### src/rtl/threshold_monitor.sv
// threshold_monitor: debounces a comparator greater-than flag into a registered alarm,
// with a sticky alarm latch and a saturating count of alarm episodes.
module threshold_monitor #(
    parameter int PERSIST = 4,
    parameter int RELEASE = 4,
    parameter int CNT_W   = 8
) (
    input  logic             clk,
    input  logic             reset,
    input  logic             greaterthan,
    input  logic             sample_valid,
    input  logic             clear_sticky,
    output logic             alarm,
    output logic             alarm_rise,
    output logic             sticky,
    output logic [CNT_W-1:0] event_count,
    output logic [1:0]       state
);
    typedef enum logic [1:0] {
        IDLE      = 2'd0,
        PENDING   = 2'd1,
        ALARM     = 2'd2,
        RELEASING = 2'd3
    } state_t;
    localparam int RUN_MAX = (PERSIST > RELEASE) ? PERSIST : RELEASE;
    localparam int RUN_W   = $clog2(RUN_MAX + 1);
    state_t           state_q, state_d;
    logic [RUN_W-1:0] run_q, run_d, run_inc;
    logic             alarm_q, alarm_d;
    logic             rise_q, rise_d;
    logic             sticky_q, sticky_d;
    logic [CNT_W-1:0] cnt_q, cnt_d;
    assign run_inc = run_q + RUN_W'(1);
    always_comb begin
        state_d = state_q;
        run_d   = run_q;
        rise_d  = 1'b0;
        if (sample_valid) begin
            case (state_q)
                IDLE: begin
                    run_d = greaterthan ? RUN_W'(1) : '0;
                    if (greaterthan) begin
                        state_d = (PERSIST == 1) ? ALARM : PENDING;
                        rise_d  = (PERSIST == 1);
                    end
                end
                PENDING: begin
                    if (!greaterthan) begin
                        state_d = IDLE;
                        run_d   = '0;
                    end else if (run_inc == RUN_W'(PERSIST)) begin
                        state_d = ALARM;
                        run_d   = '0;
                        rise_d  = 1'b1;
                    end else begin
                        run_d = run_inc;
                    end
                end
                ALARM: begin
                    if (!greaterthan) begin
                        state_d = (RELEASE == 1) ? IDLE : RELEASING;
                        run_d   = RUN_W'(1);
                    end
                end
                RELEASING: begin
                    // a single high sample cancels the release without counting a new episode
                    if (greaterthan) begin
                        state_d = ALARM;
                        run_d   = '0;
                    end else if (run_inc == RUN_W'(RELEASE)) begin
                        state_d = IDLE;
                        run_d   = '0;
                    end else begin
                        run_d = run_inc;
                    end
                end
                default: begin
                    state_d = IDLE;
                    run_d   = '0;
                end
            endcase
        end
        alarm_d  = (state_d == ALARM) || (state_d == RELEASING);
        sticky_d = rise_d | (sticky_q & ~clear_sticky);
        cnt_d    = (rise_d && (cnt_q != '1)) ? cnt_q + CNT_W'(1) : cnt_q;
    end
    always_ff @(posedge clk) begin
        if (reset) begin
            state_q  <= IDLE;
            run_q    <= '0;
            alarm_q  <= 1'b0;
            rise_q   <= 1'b0;
            sticky_q <= 1'b0;
            cnt_q    <= '0;
        end else begin
            state_q  <= state_d;
            run_q    <= run_d;
            alarm_q  <= alarm_d;
            rise_q   <= rise_d;
            sticky_q <= sticky_d;
            cnt_q    <= cnt_d;
        end
    end
    assign alarm       = alarm_q;
    assign alarm_rise  = rise_q;
    assign sticky      = sticky_q;
    assign event_count = cnt_q;
    assign state       = state_q;
endmodule

### config.mk
export PLATFORM = sky130hd
export DESIGN_NAME = threshold_monitor
export DESIGN_NICKNAME = d
export VERILOG_FILES = /design/src/rtl/threshold_monitor.sv
export SDC_FILE = /design/constraint.sdc
export NUM_CORES = 1
export LEC_CHECK = 0
export BUFFER_PORTS_ARGS = -buffer_cell sky130_fd_sc_hd__buf_2
export CORE_MARGIN = 3
export CORE_UTILIZATION = 45
export DETAILED_ROUTE_END_ITERATION = 6
export HOLD_SLACK_MARGIN = 0.12
export PLACE_DENSITY = 0.68
export SYNTH_ARGS = -nofsm -noshare
export SYNTH_HDL_FRONTEND = slang
export SYNTH_SLANG_ARGS = --single-unit
### constraint.sdc
create_clock -name clk -period 5.15 [get_ports clk]
set_input_delay 0.7725 -clock clk [delete_from_list [all_inputs] [get_ports clk]]
set_output_delay 0.7725 -clock clk [all_outputs]
set_load 0.02 [all_outputs]
* Word level (Yosys, flattened, before mapping) *
Cells that the tools add are included.

storage, ports and cells
  register bits after elaboration = 16
  input port bits = 5
  output and inout port bits = 13
  logic and storage cells = 41

cells by class
  $add $sub $neg = 2
  eq/ne operators = 8
  mux-type cells = 18
  bitwise operators = 3
  reductions and logical operators = 4

operators by type and width
  kind                 count
  $mux 2               7
  $mux 3               4
  $pmux 3 s4           1
  $add 8x1->8 const B  1
  $eq 2x2->1 const B   4
  $ne 8x8->1 const B   1
  $pmux 2 s4           1
  $mux 1               5
  $add 3x1->3 const B  1
  $eq 3x3->1 const B   1
  $eq 2x1->1 const B   1
  $logic_not 2->1      1
  $ne 2x2->1 const B   1
  $reduce_and 2->1     1
  $and 1x1->1          1
  $logic_and 1x1->1    1
  $logic_or 1x1->1     1
  $not 1->1            1
  $or 1x1->1           1

* Logic depth before layout (Yosys ltp) *
Gate-level depths: netlist of the first run.

  depth after elaboration = 8
  gate-level depth with buffers = 6
  gate-level depth less buffers = 5

* Worst setup path before layout of the first run *
Ideal clock, no wire load.

  path type = in2reg
  from = in sample_valid
  to = reg cnt_q[4], in the netlist event_count[4]
  setup time = 0.071 ns
  arrival time = 1.865 ns
  data required time = 5.079 ns
  path slack = 3.214 ns
  cell stages on the path = 5
  path buffers = 1
  cell sequence = buf_2 > and4b_1 > nand3_2 > or4_1 > a21oi_1

on the way
  word-level cells in the longest chain between the ends = 2

ends and longest elaborated chain
  what                    line  source
  start: declaration      11    input logic sample_valid,
  $mux 1                  38    if (sample_valid) begin
  $logic_and 1x1->1       85    cnt_d = (rise_d && (cnt_q != '1)) ? cnt_q + CNT_W'(1) : cnt_q;
  end signal: assignment  101   cnt_q <= cnt_d;
  end: declaration        32    logic [CNT_W-1:0] cnt_q, cnt_d;

No other way between the ends.
A chain may end at the register's enable or synchronous reset.

* Worst setup path in the final report of the first run *
  from = reg run_q[0]
  to = reg cnt_q[4], in the netlist event_count[4]

on the way
  word-level cells in the longest chain between the ends = 7

ends and longest elaborated chain
  what                      line  source
  start: declaration        28    logic [RUN_W-1:0] run_q, run_d, run_inc;
  start signal: assignment  97    run_q <= run_d;
  $add 3x1->3               33    assign run_inc = run_q + RUN_W'(1);
  $eq 3x3->1                51    end else if (run_inc == RUN_W'(PERSIST)) begin
  $mux 1                    51
  $mux 1                    48    if (!greaterthan) begin
  $mux 1                    --
  $mux 1                    38
  $logic_and 1x1->1         85

No other way between the ends.

==> results of run 1 <==
per-stage QoR:
| step | area, µm² | instances | util | setup slack [ps] |
|---|---|---|---|---|
| 2_1_floorplan | 790 | 89 | - | 3210 |
| 3_3_place_gp | 878 | 118 | 0.557 | 3010 |
| 3_5_place_dp | 878 | 118 | 0.557 | 2940 |
| 4_1_cts | 915 | 122 | 0.580 | 3140 |
| 5_1_grt | 915 | 122 | 0.580 | 3020 |
| 6_report | 915 | 122 | 0.580 | 3150 |
sequential cells by signal, summed over array words and instances, names as in the netlist:
| register | count |
|---|---|
| alarm | 1 |
| sticky | 1 |
| state | 2 |
| run_q | 3 |
| alarm_rise | 1 |
| event_count | 8 |
cell type report:
cell class | instances | area [µm²]
Timing Repair Buffer | 17 | 85.1
Multi-Input combinational cell | 67 | 445
Sequential cell | 16 | 320
Clock buffer | 4 | 36.3
Inverter | 2 | 7.51
Fill cell | 156 | 662
Tap cell | 16 | 20.0
logic make-up after synthesis:
| group | synth area share |
|---|---|
| simple gates | 0.260 |
| compound gates | 0.185 |
| flops | 0.406 |
| buf+inv | 0.0301 |
| mux | 0.0396 |
| fa+ha+maj | 0.0475 |
| xor+xnor | 0.0317 |
Yosys cell counts:
library cell,n
dfxtp_1,16
a21oi_1,8
nor2_1,8
nand2_1,6
or3_1,5
o21ai_0,4
ha_1,3
nand4_1,3
nor3b_1,3
o31ai_1,3
a31oi_1,2
clkbuf_1,2
inv_1,2
mux2i_1,2
nand3_1,2
a2111oi_0,1
a211oi_1,1
and4b_1,1
buf_1,1
buf_2,1
mux2_2,1
nand2b_1,1
nand3_2,1
nand3b_1,1
nand4bb_1,1
nor2b_1,1
nor3_1,1
nor4_1,1
o2111ai_1,1
o21a_1,1
o21ba_2,1
o31a_1,1
or4_1,1
xnor2_1,1
xor2_2,1
metal layers:
layer  vias to the layer above  global-route usage  part of all wire  wire [µm]
li1                        362                   -                 -          -
met1                       325               0.183              0.49        790
met2                        22               0.232              0.43        702
met3                         2              0.0714             0.066        107
met4                         0              0.0699            0.0099         16
met5                         -                   0                 0          0
tightest hold or removal path: stages, from the launching register on:
cell and delay (ps):
dfxtp_1 320, nand2b_1 60, a21oi_1 60
worst paths after layout:
check	end	slack (ps)
setup / recovery	event_count[4]$_SDFFE_PP0P_	3150
hold / removal	sticky$_SDFF_PP0_	480
setup reg to reg	event_count[4]$_SDFFE_PP0P_	3150
hold reg to reg	sticky$_SDFF_PP0_	480
report_power, final:
| part | switching [W] | internal (W) | total, W |
|---|---|---|---|
| registers | 0.00000168 | 0.000125 | 0.000126 |
| clock network | 0.0000394 | 0.0000431 | 0.0000826 |
| logic | 0.00000609 | 0.00000407 | 0.0000102 |
==> summary.md, run 1 <==
| Metric | Value |
|---|---|
| Status | complete, no violations |
| Fin crit share | 0.388 |
| Min Hold Slack | 477 ps |
| IO Port Bufs | 17 |
| Starting Density | 0.501 |
| Most frequent cells in the layout | buf_2, dfxtp_1, nor2_1, a21oi_1, nand2_1 |
| Mapped cell area | 790 µm² |
| CTS resizes | 0 |
| DIE HEIGHT | 47.9 µm |
| Top post-synthesis cells by area | dfxtp_1, a21oi_1, ha_1 |
| Maximum VDD drop | 0.000142 V |
| Pwr Density | 240 mW/mm² |
| GR Overflow Total | 0 |
| Drt initial violations | 19 |
| Critical path required time | 5380 ps |
| Nets | 115 |
| Initial antenna violation count | 0 |
| Detailed Route WL | 1620 µm |
| Final setup skew | 3.95 ps |
| Global-route wire length before repair | 2380 µm |
| Max FO, Critical Path | 17 |
| Syn. warnings | 0 |
| Critical Path Stages | 5 |
| Max Clk Rate | 0.500 GHz |
| Remaining antenna violation count | 0 |
| Pin count of the biggest net entering global routing | 18 |
| Critical Path, Cell by Cell | ha_1, xor2_2, nand3_2, or4_1, a21oi_1 |
| RSZ-0062 raised after global routing | false |
| Critical path class | flop to flop |
| Clock root cell | clkbuf_4 |
| Final Hold Fails | 0 |
| Leak | 0.365 nW |
| Worst r2r path cells | 5 |
| Commonest non-fill, non-tap cell in the layout | buf_2 |
| Worst Setup SP | run_q[0]$_SDFFE_PP0P_ |
| Flop and latch count out of synthesis | 16 |
| Via-per-instance ratio | 5.83 |
| Mean Syn Cell Area | 8.87 µm² |
| Worst EP arrival | 2230 ps |
| CP endpoint kind | flop |
| Routed vias | 711 |
| Core area | 0.00158 mm² |
| Min-Delay Path Depth | 2 |
| Max-slew violation count | 0 |
| Largest stage delay, worst path | 570 ps |
| Vias in the first global route | 576 |
| Die W | 47.9 µm |
| Ports | 18 |
| ANT cells | 0 |
| Cell family with most CP delay | simple AND/OR/NAND/NOR gates |
| Area grow syn2layout | 15.8% |
| Wirelength per Cell | 13.2 µm |
| Yosys cell types | 35 |
| Hold_buf cts | 0 |
| Layout cells sized above 1 | 0.236 |
| Max cap viols | 0 |
| Die Footprint | 0.00229 mm² |
| Tot Pwr | 0.000219 W |
| RePlAce Congestion | 0.825 |
| Slew @ Worst Pin | 489 ps |
| CTS Buf Count | 3 |
| Max Root-Sink Buffers | 2 |
| Worst skew pair latency | 290 ps |
| Setup violations, final | 0 |
| Clock transition at path regs | 90 ps |
| GRT Overall Usage | 0.153 |
| Setup_tns | 0 ps |
| Register area share after synthesis | 0.406 |
| Mapped Cells | 89 |
| Critical Path Source Type | flop |
| Post-synth top area cell | dfxtp_1 |
| CTS tree | done |
| Post CTS Setup Buffer Count | 0 |
| Min-delay src | sticky$_SDFF_PP0_ |
| WP buf/inv | 0 |
| Yosys top cell area share | 0.406 |
| Hold WC Path Type | flop to flop |
| # rows | 14 |
| CTS Sinks | 16 |
| # H-tree levels | 1 |
| Reg2reg start | run_q[0]$_SDFFE_PP0P_ |
| Syn_nets | 97 |
| Max-Slew Margin vs Limit | 0.673 |
| Detailed placement HPWL | 1130 µm |
| First-pass DRT Iterations | 4 |
| Tmin final | 2000 ps |
| CP max stage cell | or4_1 |
| # DRC | 0 |
Power figures use the tool's default switching activity.
==> run 2, diff against run 1 <==
- clock period: 5.15 -> 1.88 ns (I/O delays scaled with it)
==> run 2 against run 1 <==
Compared with the run above: sequential cell count stayed put; clock skew is 3.5 ps lower; critical path depth is 1 higher; hold slack worse by 220 ps; power grew to 2.7 times the previous value; count of clock-buffer cells in the layout stayed put; routed wire length is 8.1% higher; non-clock buffer count is 2 higher; combinational power grew to 2.9 times the previous value; critical path type unchanged; critical endpoint is now event_count[7]$_SDFFE_PP0P_; largest power group unchanged; highest routed layer unchanged.
==> summary.md, run 2 (same netlist as run 1, synthesis figures left out) <==
| Metric | Value |
|---|---|
| Critical path class | flop to flop |
| RSZ-0062 raised after global routing | false |
| Tmin final | 1740 ps |
| Leak | 0.372 nW |
| Vias in the first global route | 584 |
| Area grow syn2layout | 19.7% |
| Max Root-Sink Buffers | 2 |
| Global-route wire length before repair | 2600 µm |
| Routed vias | 724 |
| Reg2reg start | run_q[1]$_SDFFE_PP0P_ |
| GR Overflow Total | 0 |
| Commonest non-fill, non-tap cell in the layout | buf_2 |
| Setup violations, final | 0 |
| Nets | 117 |
| Via-per-instance ratio | 5.84 |
| Setup_tns | 0 ps |
| Worst Setup SP | run_q[1]$_SDFFE_PP0P_ |
| GRT Overall Usage | 0.161 |
| Fin crit share | 0.925 |
| Fillers | 148 |
| Clock root cell | clkbuf_4 |
| CP endpoint kind | flop |
| Worst skew pair latency | 280 ps |
| R2R Setup Slk | 140 ps |
| Worst EP arrival | 1950 ps |
| First-pass DRT Iterations | 4 |
| Clock transition at path regs | 90 ps |
| Non-filler cells, final | 124 |
| Min Hold Slack | 255 ps |
| Initial antenna violation count | 0 |
| Pwr Density | 637 mW/mm² |
| CP max stage cell | dfxtp_1 |
| Largest stage delay, worst path | 380 ps |
| Post-layout util | 0.599 |
| Critical Path, Cell by Cell | ha_2, xor2_4, nand3_2, buf_4, or3_1, a21oi_1 |
| Pin count of the biggest net entering global routing | 18 |
| Max cap viols | 0 |
| # H-tree levels | 1 |
| Placed Cells | 120 |
| Final setup skew | 0.448 ps |
| CTS resizes | 0 |
| Die W | 47.9 µm |
| Max FFs per register | 8 |
| Hold WC Path Type | input pin to flop |
| Min-delay src | clear_sticky |
| Critical path required time | 2090 ps |
| CTS Sinks | 16 |
| Die Footprint | 0.00229 mm² |
| Max-slew violation count | 0 |
| IO Port Bufs | 17 |
| Max-Slew Margin vs Limit | 0.684 |
| Final Hold Fails | 0 |
| Layout cells sized above 1 | 0.269 |
| Max FO, Critical Path | 15 |
| Detailed placement HPWL | 1220 µm |
| Most frequent cells in the layout | buf_2, dfxtp_1, nor2_1, a21oi_1, nand2_1 |
| Max Clk Rate | 0.575 GHz |
| # DRC | 0 |
| Starting Density | 0.501 |
| RePlAce Congestion | 0.829 |
| Slew @ Worst Pin | 473 ps |
| Remaining antenna violation count | 0 |
| Detailed Route WL | 1750 µm |
| Maximum VDD drop | 0.000420 V |
| Critical Path Source Type | flop |
| Status | complete, no violations |
| # rows | 14 |
| CTS tree | done |
| CTS Buf Count | 3 |
| Core area | 0.00158 mm² |
| Drt initial violations | 20 |
| ANT cells | 0 |
| DIE HEIGHT | 47.9 µm |
| Ports | 18 |
| Post CTS Setup Buffer Count | 0 |
| Hold_buf cts | 0 |
| Wirelength per Cell | 14.1 µm |
-- run 2: through the flow --
| step | power, W | area [µm²] | setup slack (ps) |
|---|---|---|---|
| 6_report | 0.000602 | 945 | 141 |
| 5_1_grt | 0.000631 | 945 | 19.2 |
| 4_1_cts | 0.000610 | 930 | 96.5 |
| 3_5_place_dp | 0.000383 | 893 | 137 |
| 3_3_place_gp | 0.000382 | 893 | 169 |
| 2_1_floorplan | 0.000373 | 790 | 240 |
-- run 2: per-layer routing --
layer,GRT usage,vias to the layer above,share of wire
met1,0.232,333,0.49
met5,0,-,0
li1,-,371,-
met2,0.224,18,0.46
met4,0.0753,0,0.0074
met3,0.0376,2,0.041
-- run 2: area by class of cell --
type	instances	area (µm²)	area share
multi-input combinational	67	459	0.486
sequential	16	322	0.340
timing repair buffer	19	100	0.106
clock buffer	4	36.3	0.0384
tap	16	20.0	0.0212
inverter	2	7.51	0.00795
-- run 2: final timing paths --
path,end,cells after the start
min,sticky$_SDFF_PP0_,3
max,event_count[7]$_SDFFE_PP0P_,6
max reg2reg,event_count[7]$_SDFFE_PP0P_,6
min reg2reg,sticky$_SDFF_PP0_,2
-- run 2: critical path, delay by kind of cell (launching register included) --
family                   cells  cell delay, ps
AND/OR/NAND/NOR              2             450
AO/OA/AOI/OAI                1             170
adder cells (fa/ha/maj)      1             260
buffers and inverters        1             190
XOR/XNOR                     1             200
flip-flops                   1             380
-- run 2: power by group --
part           switching, W  internal [W]
registers        0.00000470      0.000342
clock network      0.000108      0.000118
logic             0.0000183     0.0000114
total              0.000131      0.000471
==> run 3, diff against run 2 <==
- GPL_TIMING_DRIVEN: not set -> 0
==> run 3 against run 2 <==
Compared with the run above: final area down 1.5%; combinational power down 3%; final cell count unchanged; highest routed layer unchanged.
==> summary.md, run 3 (same netlist as run 1, synthesis figures left out) <==
| Metric | Value |
|---|---|
| Status | complete, no violations |
| Worst EP arrival | 1960 ps |
| CTS Buf Count | 3 |
| Switching Share | 0.227 |
| RePlAce Congestion | 0.796 |
| Max FFs per register | 8 |
| Area grow syn2layout | 17.9% |
| Detailed Route WL | 1650 µm |
| Die Footprint | 0.00229 mm² |
| # DRC | 0 |
| Leak | 0.365 nW |
| Fin crit share | 0.925 |
| Reg area | 322 µm² |
| Commonest non-fill, non-tap cell in the layout | buf_2 |
| Layout cells sized above 1 | 0.250 |
| Die W | 47.9 µm |
| Via-per-instance ratio | 5.69 |
| Vias in the first global route | 578 |
| Slew @ Worst Pin | 455 ps |
| CTS Sinks | 16 |
| Fillers | 148 |
| Flop pwr share | 0.626 |
| Final setup skew | 5.57 ps |
| Ports | 18 |
| Critical path class | flop to flop |
| DIE HEIGHT | 47.9 µm |
| Min Hold Slack | 264 ps |
| Wirelength per Cell | 13.3 µm |
| Max-Slew Margin vs Limit | 0.695 |
| Max cap viols | 0 |
| Critical path required time | 2100 ps |
| Hold WC Path Type | input pin to flop |
| Max FO, Critical Path | 8 |
| CP endpoint kind | flop |
| Non-filler cells, final | 124 |
| # rows | 14 |
| Core area | 0.00158 mm² |
| Clock transition at path regs | 80 ps |
| Clock root cell | clkbuf_4 |
| Switch Pwr | 0.000126 W |
| Detailed placement HPWL | 1110 µm |
| Pwr Density | 594 mW/mm² |
| GRT Overall Usage | 0.160 |
| Final Hold Fails | 0 |
| CTS tree | done |
| Maximum VDD drop | 0.000509 V |
| Setup violations, final | 0 |
| Drt initial violations | 13 |
| Global-route wire length before repair | 2520 µm |
| Initial antenna violation count | 0 |
| Multi-input logic area | 459 µm² |
| First-pass DRT Iterations | 4 |
| ANT cells | 0 |
| Comb pwr share | 0.052 |
| Max Root-Sink Buffers | 2 |
| Placed Cells | 120 |
| Tmin final | 1740 ps |
| Max Clk Rate | 0.575 GHz |
| Max-slew violation count | 0 |
| Internal | 0.000428 W |
| RSZ-0062 raised after global routing | false |
| Pin count of the biggest net entering global routing | 11 |
| Most frequent cells in the layout | buf_2, dfxtp_1, nor2_1, a21oi_1, nand2_1 |
| Routed vias | 706 |
| Clk pwr share | 0.321 |
| IO Port Bufs | 15 |
| Nets | 118 |
| # H-tree levels | 1 |
| Critical Path Source Type | flop |
| Remaining antenna violation count | 0 |
| Worst skew pair latency | 280 ps |
| GR Overflow Total | 0 |
| Starting Density | 0.501 |
| Setup_tns | 0 ps |
| R2R Setup Slk | 140 ps |
## run 3: worst paths after layout
kind | from | to | cells past startpoint
max | run_q[0]$_SDFFE_PP0P_ | event_count[4]$_SDFFE_PP0P_ | 5
min | clear_sticky | sticky$_SDFF_PP0_ | 3
max reg2reg | run_q[0]$_SDFFE_PP0P_ | event_count[4]$_SDFFE_PP0P_ | 5
min reg2reg | sticky$_SDFF_PP0_ | sticky$_SDFF_PP0_ | 2
## run 3: layout make-up
cell class | instances | area share
multi-input cells | 67 | 0.493
flip-flops and latches | 16 | 0.345
repair buffers | 16 | 0.0887
clock buffers | 3 | 0.0242
well taps | 16 | 0.0215
plain buffers | 4 | 0.0188
inverters | 2 | 0.00806
## run 3: per-layer routing
metal / global-route usage / wire, µm / vias up
li1: - / - / 370
met1: 0.219 / 849 / 317
met2: 0.235 / 690 / 17
met3: 0.0677 / 93 / 2
met4: 0.0323 / 11 / 0
met5: 0 / 0 / -
## run 3: power by group through the flow
stage | Combinational (W) | Clock (W) | Sequential, W
5_1_grt | 0.0000325 | 0.000195 | 0.000347
3_3_place_gp | 0.0000279 | 0 | 0.000354
3_5_place_dp | 0.0000287 | 0 | 0.000354
4_1_cts | 0.0000288 | 0.000184 | 0.000346
2_1_floorplan | 0.0000184 | 0 | 0.000355
6_report | 0.0000289 | 0.000178 | 0.000347
## run 3: worst max-delay path: stages (launching register included)
cell and delay (ps):
dfxtp_2 370, ha_1 230, xor2_2 260, nand3_4 150, or4_1 520, a21oi_1 140
## run 3: through the flow
stage | setup WS (ps) | instance area [µm²] | total power [W] | util
floorplan | 240 | 790 | 0.000373 | -
global placement | 0.884 | 885 | 0.000382 | 0.561
detailed placement | -8.90 | 885 | 0.000383 | 0.561
CTS | 11.0 | 908 | 0.000559 | 0.576
global route | 2.19 | 931 | 0.000575 | 0.590
finish | 141 | 931 | 0.000553 | 0.590
## run 3: timing repair
item,4_1_cts,5_1_grt
hold buffers,0,0
gates resized for setup,1,3
endpoints found under the setup margin,2,8
pin swaps,0,0
buffers inserted,0,1
